`config.mk`:
```
export PLATFORM = sky130hd
export DESIGN_NAME = irq_ctrl
export DESIGN_NICKNAME = d
export VERILOG_FILES = /design/src/rtl/irq_ctrl_pkg.sv /design/src/rtl/irq_ctrl_prio_enc.sv /design/src/rtl/irq_ctrl.sv
export SDC_FILE = /design/constraint.sdc
export NUM_CORES = 1
export LEC_CHECK = 0
export BUFFER_PORTS_ARGS = -buffer_cell sky130_fd_sc_hd__buf_2
export CAP_MARGIN = 15
export CORE_UTILIZATION = 41
export CTS_CLUSTER_SIZE = 24
export DETAILED_ROUTE_END_ITERATION = 10
export PLACE_DENSITY = 0.83
export SYNTH_ARGS = -nofsm -noshare
export SYNTH_HDL_FRONTEND = slang
export SYNTH_HIERARCHICAL = 1
export SYNTH_SLANG_ARGS = --single-unit
```
`constraint.sdc`:
```
create_clock -name clk -period 1.66 [get_ports clk]
set_clock_uncertainty 0.15 [all_clocks]
set_input_delay 0.166 -clock clk [delete_from_list [all_inputs] [get_ports clk]]
set_output_delay 0.166 -clock clk [all_outputs]
set_load 0.02 [all_outputs]
```
`src/rtl/irq_ctrl_pkg.sv`:
```
// irq_ctrl shared definitions: word width, register offsets,
// FSM states and the default address map.
package irq_ctrl_pkg;

  localparam int WORD_W = 32;

  localparam logic [31:0] DEV0ADDR_BEGIN = 32'h0000_7F00;
  localparam logic [31:0] DEV1ADDR_BEGIN = 32'h0000_7F10;
  localparam logic [31:0] IRQC_BASE_ADDR = 32'h0000_7F20;

  // Word index within the slot, i.e. addr[4:2]
  localparam logic [2:0] IRQC_MASK  = 3'd0;
  localparam logic [2:0] IRQC_PEND  = 3'd1;
  localparam logic [2:0] IRQC_MODE  = 3'd2;
  localparam logic [2:0] IRQC_INSRV = 3'd3;
  localparam logic [2:0] IRQC_CUR   = 3'd4;

  typedef enum logic [1:0] {
    IDLE    = 2'd0,
    REQ     = 2'd1,
    SERVICE = 2'd2
  } irqc_state_e;

endpackage

```
`src/rtl/irq_ctrl_prio_enc.sv`:
```
// Lowest-index-wins priority encoder for irq_ctrl arbitration.
// Module name irq_prio_enc.
module irq_prio_enc #(
  parameter int N = 6
) (
  input  logic [N-1:0] req,
  output logic [2:0]   index,
  output logic         valid
);

  // Scan high to low so the lowest set bit is written last.
  always_comb begin
    index = '0;
    valid = 1'b0;
    for (int i = N - 1; i >= 0; i--) begin
      if (req[i]) begin
        index = 3'(i);
        valid = 1'b1;
      end
    end
  end

endmodule

```
`src/rtl/irq_ctrl.sv`:
```
// Memory-mapped interrupt controller feeding CP0 HWInt.
// Define IRQC_EDGE_EN to build the MODE register and edge sources.
import irq_ctrl_pkg::*;

module irq_ctrl #(
  parameter logic [31:0] BASE_ADDR = IRQC_BASE_ADDR,
  parameter int          N_SRC     = 6
) (
  input  logic              clk,
  input  logic              reset,
  input  logic [N_SRC-1:0]  src,
  input  logic [WORD_W-1:0] addr,
  input  logic              we,
  input  logic [WORD_W-1:0] wd,
  output logic [WORD_W-1:0] rd,
  input  logic              int_ack,
  input  logic              eret,
  output logic [5:0]        HWInt,
  output logic              busy
);

  irqc_state_e state_q, state_d;

  logic [N_SRC-1:0] mask_q, pend_q, pend_d;
  logic [N_SRC-1:0] insrv_q, req, cur_oh;
  logic [2:0]       cur_id, win_id;
  logic             win_vld, latch, take, done;
  logic             hit, wr_mask;
  logic [2:0]       sel;

  assign hit     = addr[31:5] == BASE_ADDR[31:5];
  assign sel     = addr[4:2];
  assign wr_mask = we & hit & (sel == IRQC_MASK);

  assign req    = pend_q & mask_q;
  assign cur_oh = {{(N_SRC-1){1'b0}}, 1'b1} << cur_id;
  assign busy   = state_q != IDLE;

  irq_prio_enc #(.N(N_SRC)) u_enc (
    .req   (req),
    .index (win_id),
    .valid (win_vld)
  );

  always_comb begin
    state_d = state_q;
    latch   = 1'b0;
    take    = 1'b0;
    done    = 1'b0;
    unique case (state_q)
      IDLE: begin
        if (win_vld) begin
          state_d = REQ;
          latch   = 1'b1;
        end
      end
      REQ: begin
        if (int_ack) begin
          state_d = SERVICE;
          take    = 1'b1;
        end else if (!req[cur_id]) begin
          state_d = IDLE;
        end
      end
      SERVICE: begin
        if (eret) begin
          state_d = IDLE;
          done    = 1'b1;
        end
      end
      default: state_d = IDLE;
    endcase
  end

`ifdef IRQC_EDGE_EN
  logic [N_SRC-1:0] mode_q, src_d, set, clr;
  logic             wr_pend, wr_mode;

  assign wr_pend = we & hit & (sel == IRQC_PEND);
  assign wr_mode = we & hit & (sel == IRQC_MODE);
  assign set     = src & ~src_d;
  assign clr     = (wr_pend ? wd[N_SRC-1:0] : '0)
                 | (take ? cur_oh : '0);

  // Edge-detected set beats any clear landing on the same edge.
  assign pend_d = (mode_q & (set | (pend_q & ~clr)))
                | (~mode_q & src);

  always_ff @(posedge clk) begin
    if (reset) begin
      mode_q <= '0;
      src_d  <= '0;
    end else begin
      if (wr_mode) mode_q <= wd[N_SRC-1:0];
      src_d <= src;
    end
  end
`else
  assign pend_d = src;
`endif

  always_ff @(posedge clk) begin
    if (reset) begin
      state_q <= IDLE;
      mask_q  <= '0;
      pend_q  <= '0;
      insrv_q <= '0;
      cur_id  <= '0;
    end else begin
      state_q <= state_d;
      pend_q  <= pend_d;
      if (wr_mask) mask_q <= wd[N_SRC-1:0];
      if (latch) cur_id <= win_id;
      if (take) insrv_q <= cur_oh;
      else if (done) insrv_q <= '0;
    end
  end

  always_comb begin
    HWInt = '0;
    if (state_q == REQ) HWInt[N_SRC-1:0] = cur_oh;
  end

  always_comb begin
    rd = '0;
    if (hit) begin
      case (sel)
        IRQC_MASK:  rd[N_SRC-1:0] = mask_q;
        IRQC_PEND:  rd[N_SRC-1:0] = pend_q;
`ifdef IRQC_EDGE_EN
        IRQC_MODE:  rd[N_SRC-1:0] = mode_q;
`endif
        IRQC_INSRV: rd[N_SRC-1:0] = insrv_q;
        IRQC_CUR:   rd[3:0] = {busy, cur_id};
        default:    rd = '0;
      endcase
    end
  end

  logic unused_bits;
  assign unused_bits = ^{wd[WORD_W-1:N_SRC], addr[1:0]};

endmodule

```
## Word-level counts from Yosys, hierarchy flattened

Index checks and enable logic that the tools add are counted.
W data, S select, Z words.

| operators by class | value |
|---|---|
| add/sub/neg operators | 0 |
| multiply operators | 0 |
| div/mod/pow operators | 0 |
| magnitude comparators | 1 |
| equal/unequal tests | 9 |
| shift-type cells | 1 |
| multiplexer cells | 31 |
| bitwise gates (word level) | 3 |
| reductions and logical operators | 5 |

Operators by type and width:

| kind | number |
|---|---|
| $eq A27 B10 Y1 const B | 1 |
| $mux W6 | 4 |
| $mux W3 | 6 |
| $pmux W4 S4 | 1 |
| $mux W1 | 13 |
| $pmux W2 S3 | 2 |
| $mux W2 | 4 |
| $and A6 B6 Y6 | 1 |
| $shl A1 B3 Y6 const A | 1 |
| $lt A3 B4 Y1 const B | 1 |
| $reduce_bool A2 Y1 | 2 |
| $bmux W1 S3 | 1 |
| $eq A3 B1 Y1 const B | 1 |
| $eq A3 B2 Y1 const B | 1 |
| $eq A3 B3 Y1 const B | 1 |
| $logic_not A3 Y1 | 1 |
| $ne A3 B3 Y1 const B | 1 |
| $reduce_and A3 Y1 | 1 |
| $and A1 B1 Y1 | 2 |
| $eq A2 B1 Y1 const B | 1 |
| $eq A2 B2 Y1 const B | 1 |
| $logic_not A2 Y1 | 1 |
| $ne A2 B1 Y1 const B | 1 |
| $ne A2 B2 Y1 const B | 1 |

| storage, ports and cells | value |
|---|---|
| register bits after elaboration | 23 |
| latch bits | 0 |
| RAM bits | 0 |
| ROM bits | 0 |
| input port bits | 75 |
| word-level logic and storage cells | 55 |
| memories kept | 0 |

## Depth between registers and ports, before layout

| logic depth | value |
|---|---|
| word-level depth | 9 |
| gate-level depth with buffers | 6 |
| gate-level depth less buffers | 6 |

## Hierarchy

The synthesis kept the hierarchy.

By module, submodules not included:

| module | times used | cells an instance | area an instance (um^2) |
|---|---|---|---|
| irq_ctrl | 1 | 183 | 1575.3 |
| irq_prio_enc | 1 | 10 | 57.6 |

## Least setup slack after synthesis

No wires, ideal clock.

| timing | value |
|---|---|
| kind | input port to output port |
| from | input port addr[15] |
| to | output port rd[0] |
| arrival time | 1.240 ns |
| required time | 1.344 ns |
| setup slack | 0.104 ns |
| stages on the path | 5 |
| buffers on the path | 1 |
| cell sequence | nor4_4 -> and4_1 -> buf_2 -> nand4b_4 -> nor2_1 |

| on the way | value |
|---|---|
| cells in the longest elaborated chain, start to end | 2 |

Ends and longest elaborated chain:

| element | RTL line | source |
|---|---|---|
| start: declaration | irq_ctrl.sv:12 | `input logic [WORD_W-1:0] addr,` |
| $eq A27 B10 Y1 | irq_ctrl.sv:31 | `assign hit = addr[31:5] == BASE_ADDR[31:5];` |
| $mux W6 | irq_ctrl.sv:126 | `if (hit) begin` |
| end: declaration | irq_ctrl.sv:15 | `output logic [WORD_W-1:0] rd,` |

Every way passes these cells.

## Worst setup path after layout

| timing | value |
|---|---|
| from | register cur_id[1] |
| to | output port HWInt[5] |

| on the way | value |
|---|---|
| cells in the longest elaborated chain, start to end | 2 |

Ends and longest elaborated chain:

| element | RTL line | source |
|---|---|---|
| start: declaration | irq_ctrl.sv:26 | `logic [2:0] cur_id, win_id;` |
| start signal: assignment | irq_ctrl.sv:113 | `if (latch) cur_id <= win_id;` |
| $shl A1 B3 Y6 | irq_ctrl.sv:36 | `assign cur_oh = {{(N_SRC-1){1'b0}}, 1'b1} << cur_id;` |
| $mux W6 | irq_ctrl.sv:121 | `if (state_q == REQ) HWInt[N_SRC-1:0] = cur_oh;` |
| end: declaration | irq_ctrl.sv:18 | `output logic [5:0] HWInt,` |

Every way passes these cells.

==> results.cfg <==
[floorplan]
design.die.area_um2 = 4240
io_pins = 114
core_area_um2 = 3740
placement_rows = 22
initial_core_util_pct = 43.6
chipHeight_um = 65.1
die_width_um = 65.1

[global_routing]
largest_net_degree_at_the_start_of_global_routing = 24
antenna_found_initial = 0
grt_overflow = 0
vias_in_the_first_global_route = 1567
grt_usage_pct = 21.0
first_pass_grt_wire_length_um = 6780

[timing]
timing.final.setup_violations = 6
maxClockFrequency_ghz = 0.576
holdWs_ps = -3.75
post-route-worst-setup-slack_ps = -75.3
min_period_over_period_pct = 105
grt_setup_unrepaired = true
slew-limit-headroom_pct = 65.5
hold_viol = 1
tightestPinTransition_ps = 518
finalMaxSlewViolations = 0
period_needed_ps = 1740

[place]
hpwl_after_detailed_placement_um = 2980
gpl.final_weighted_congestion = 0.891
preCtsSetupSlack_ps = -79.7
placed_cell_area_um2 = 1930
number_of_placed_cells_counting_well_taps = 302
numPortBuffers = 59

[synth]
compound_gate_portion_of_the_synthesized_area_pct = 15.3
synthArstFlopShare_pct = 0
muxShareOfSynthArea_pct = 5.06
post_synth_inst_count = 193
synthDominantAreaCellType = sky130_fd_sc_hd__dfxtp_1
synth_seq_area_share_pct = 28.2
synth_area_per_inst_um2 = 8.46
synth_edf_count = 0
share_of_yosys_cell_area_claimed_by_the_top_area_cell_type_pct = 28.2
yosys_warning_count = 6
ys_types = 40
synth_xor_area_share_pct = 0
yosys.area_share.adder_pct = 0
dominant_combinational_cell_family_by_area_after_synthesis = simple AND/OR/NAND/NOR gates
synth_simple_gate_area_share_pct = 34.9
ys_seq_elements = 23
main_synth_ff_type = sky130_fd_sc_hd__dfxtp_1
synth_area_leaders = sky130_fd_sc_hd__dfxtp_1, sky130_fd_sc_hd__buf_4, sky130_fd_sc_hd__nor2b_1
synth_area_um2 = 1630

[cts]
cts-buffers-inserted = 3
clock_insertion_delay_worst_skew_ps = 270
cts_htree_levels = 1
cts_tree = built
cts-root-to-sink-buffers = 2
clkTransAtPathRegs_ps = 90
ctsRootBufferMaster = sky130_fd_sc_hd__clkbuf_8
clock_sink_count = 23

[final_layout]
final_core_util_pct = 63.0
instances_no_fill = 323
drive_above_1_share_pct = 47.6
final_cell_mix = sky130_fd_sc_hd__buf_2, sky130_fd_sc_hd__buf_4, sky130_fd_sc_hd__conb_1, sky130_fd_sc_hd__dfxtp_1, sky130_fd_sc_hd__nor2_1
antenna_cells_inserted = 0
nNetsFinal = 351
layout-area-overhead-vs-synth_pct = 44.4
most_common_cell_after_layout_fill_and_taps_aside = sky130_fd_sc_hd__buf_2
design_area_um2 = 2360

[hold_path]
worstHoldPathType = in2reg

[route]
post-route-drc-count = 0
avgViaCountPerCell = 5.15
wl_per_cell_um = 14.1
wirelength_um = 4550
via_count = 1665
drt_pre_antenna_iters = 5
first_iter_violations = 50
ant_nets = 0

[setup_path]
path_cells = nand3b_1 -> nor2_2 -> and2_1 -> buf_2
cp_max_fo = 5
worstPathBufferInverterCount = 1
category_of_cells_accounting_for_the_largest_share_of_critical_path_delay = simple AND/OR/NAND/NOR gates
critical-path-slowest-cell = sky130_fd_sc_hd__dfxtp_2
cp.required_ps = 1340
cp-start-kind = flip-flop
worstSetupPathType = reg2out
worst-endpoint-arrival_ps = 1420
crit_path_largest_cell_delay_ps = 370
timing.critical_path.to_type = output port

[run_status]
run_status = finished with violations
violations = negative hold slack, negative setup slack

[power]
ir_drop_uv = 600
power_density_nw_per_um2 = 483
leakage_nw = 1.04
report.power.total_mw = 1.14

[job]
cap_violations = 0
[registers in the layout (all words and copies together), names as in the netlist]
register / flops
cur_id: 3
state_q: 2
insrv_q: 6
mask_q: 6
pend_q: 6
[report_power, final]
part           switching (mW)  internal (mW)
logic                   0.128         0.0917
registers             0.00538          0.553
clock network           0.192          0.170
total                   0.325          0.815
[synthesized netlist by cell type (all sizes together), types with 2 or more instances]
cell type and number:
a21oi 9, a22oi 6, a2bb2oi 6, a32oi 3, and2 12, and4 2, and4bb 2, buf 31
clkbuf 5, dfxtp 23, inv 4, mux2i 6, nand2 7, nand2b 2, nand3 5, nand4 8
nor2 16, nor2b 14, nor3 4, nor3b 3, nor4 5, nor4b 2, o21ai 8
[repair_timing]
| action | in CTS | in global routing |
|---|---|---|
| hold buffers | 6 | 0 |
| pin swaps | 7 | 12 |
| setup endpoints to repair | 11 | 10 |
| hold endpoints to repair | 6 | 0 |
| resized for setup | 30 | 34 |
| setup buffers | 4 | 7 |
[layer usage]
layer | global-route usage (%) | wire [um] | share of wire (%) | up-vias
met5 | 0 | 0 | 0 | -
met2 | 40.5 | 2430 | 54 | 90
li1 | - | - | - | 804
met1 | 21.4 | 1690 | 37 | 759
met3 | 4.34 | 293 | 6.4 | 12
met4 | 9.78 | 130 | 2.9 | 0
[path summary, 6_finish.rpt]
path | end | cells past startpoint | slack (ps) | from
max reg2reg | insrv_q[1] | 5 | 80 | state_q[0]
max | HWInt[5] | 4 | -80 | cur_id[1]
min reg2reg | mask_q[0] | 2 | 350 | mask_q[0]
min | mask_q[1] | 3 | -4 | wd[1]
[final cells by class]
type	count	area (um2)
clock buffer	3	41.3
inverter	4	15.0
fill	299	1390
tap	48	60.1
sequential	23	480
clock inverter	1	7.51
timing repair buffer	89	597
multi-input combinational	155	1160
[logic make-up (layout without fill, tap and decap cells)]
kind of cell | after synthesis | after routing
AO/OA/AOI/OAI | 37 | 37
buffers and inverters | 40 | 97
flip-flops | 23 | 23
multiplexers | 7 | 7
other | 1 | 26
AND/OR/NAND/NOR | 85 | 85
[stage by stage]
stage / hold slack, ps / setup TNS, ps
finish: -3.75 / -187
global route: 0.578 / -472
CTS: 9.01 / -8.40
detailed placement: 231 / -200
global placement: 226 / -140
floorplan: 87.6 / 0
[worst register-to-register path: cells and delay by family (launching register included)]
| family | cells | cell delay [ps] |
|---|---|---|
| AOI/OAI and AO/OA | 2 | 620 |
| DFF | 1 | 380 |
| buffers and inverters | 1 | 140 |
| and+or+nand+nor | 2 | 230 |
Power figures use the tool's default switching activity.
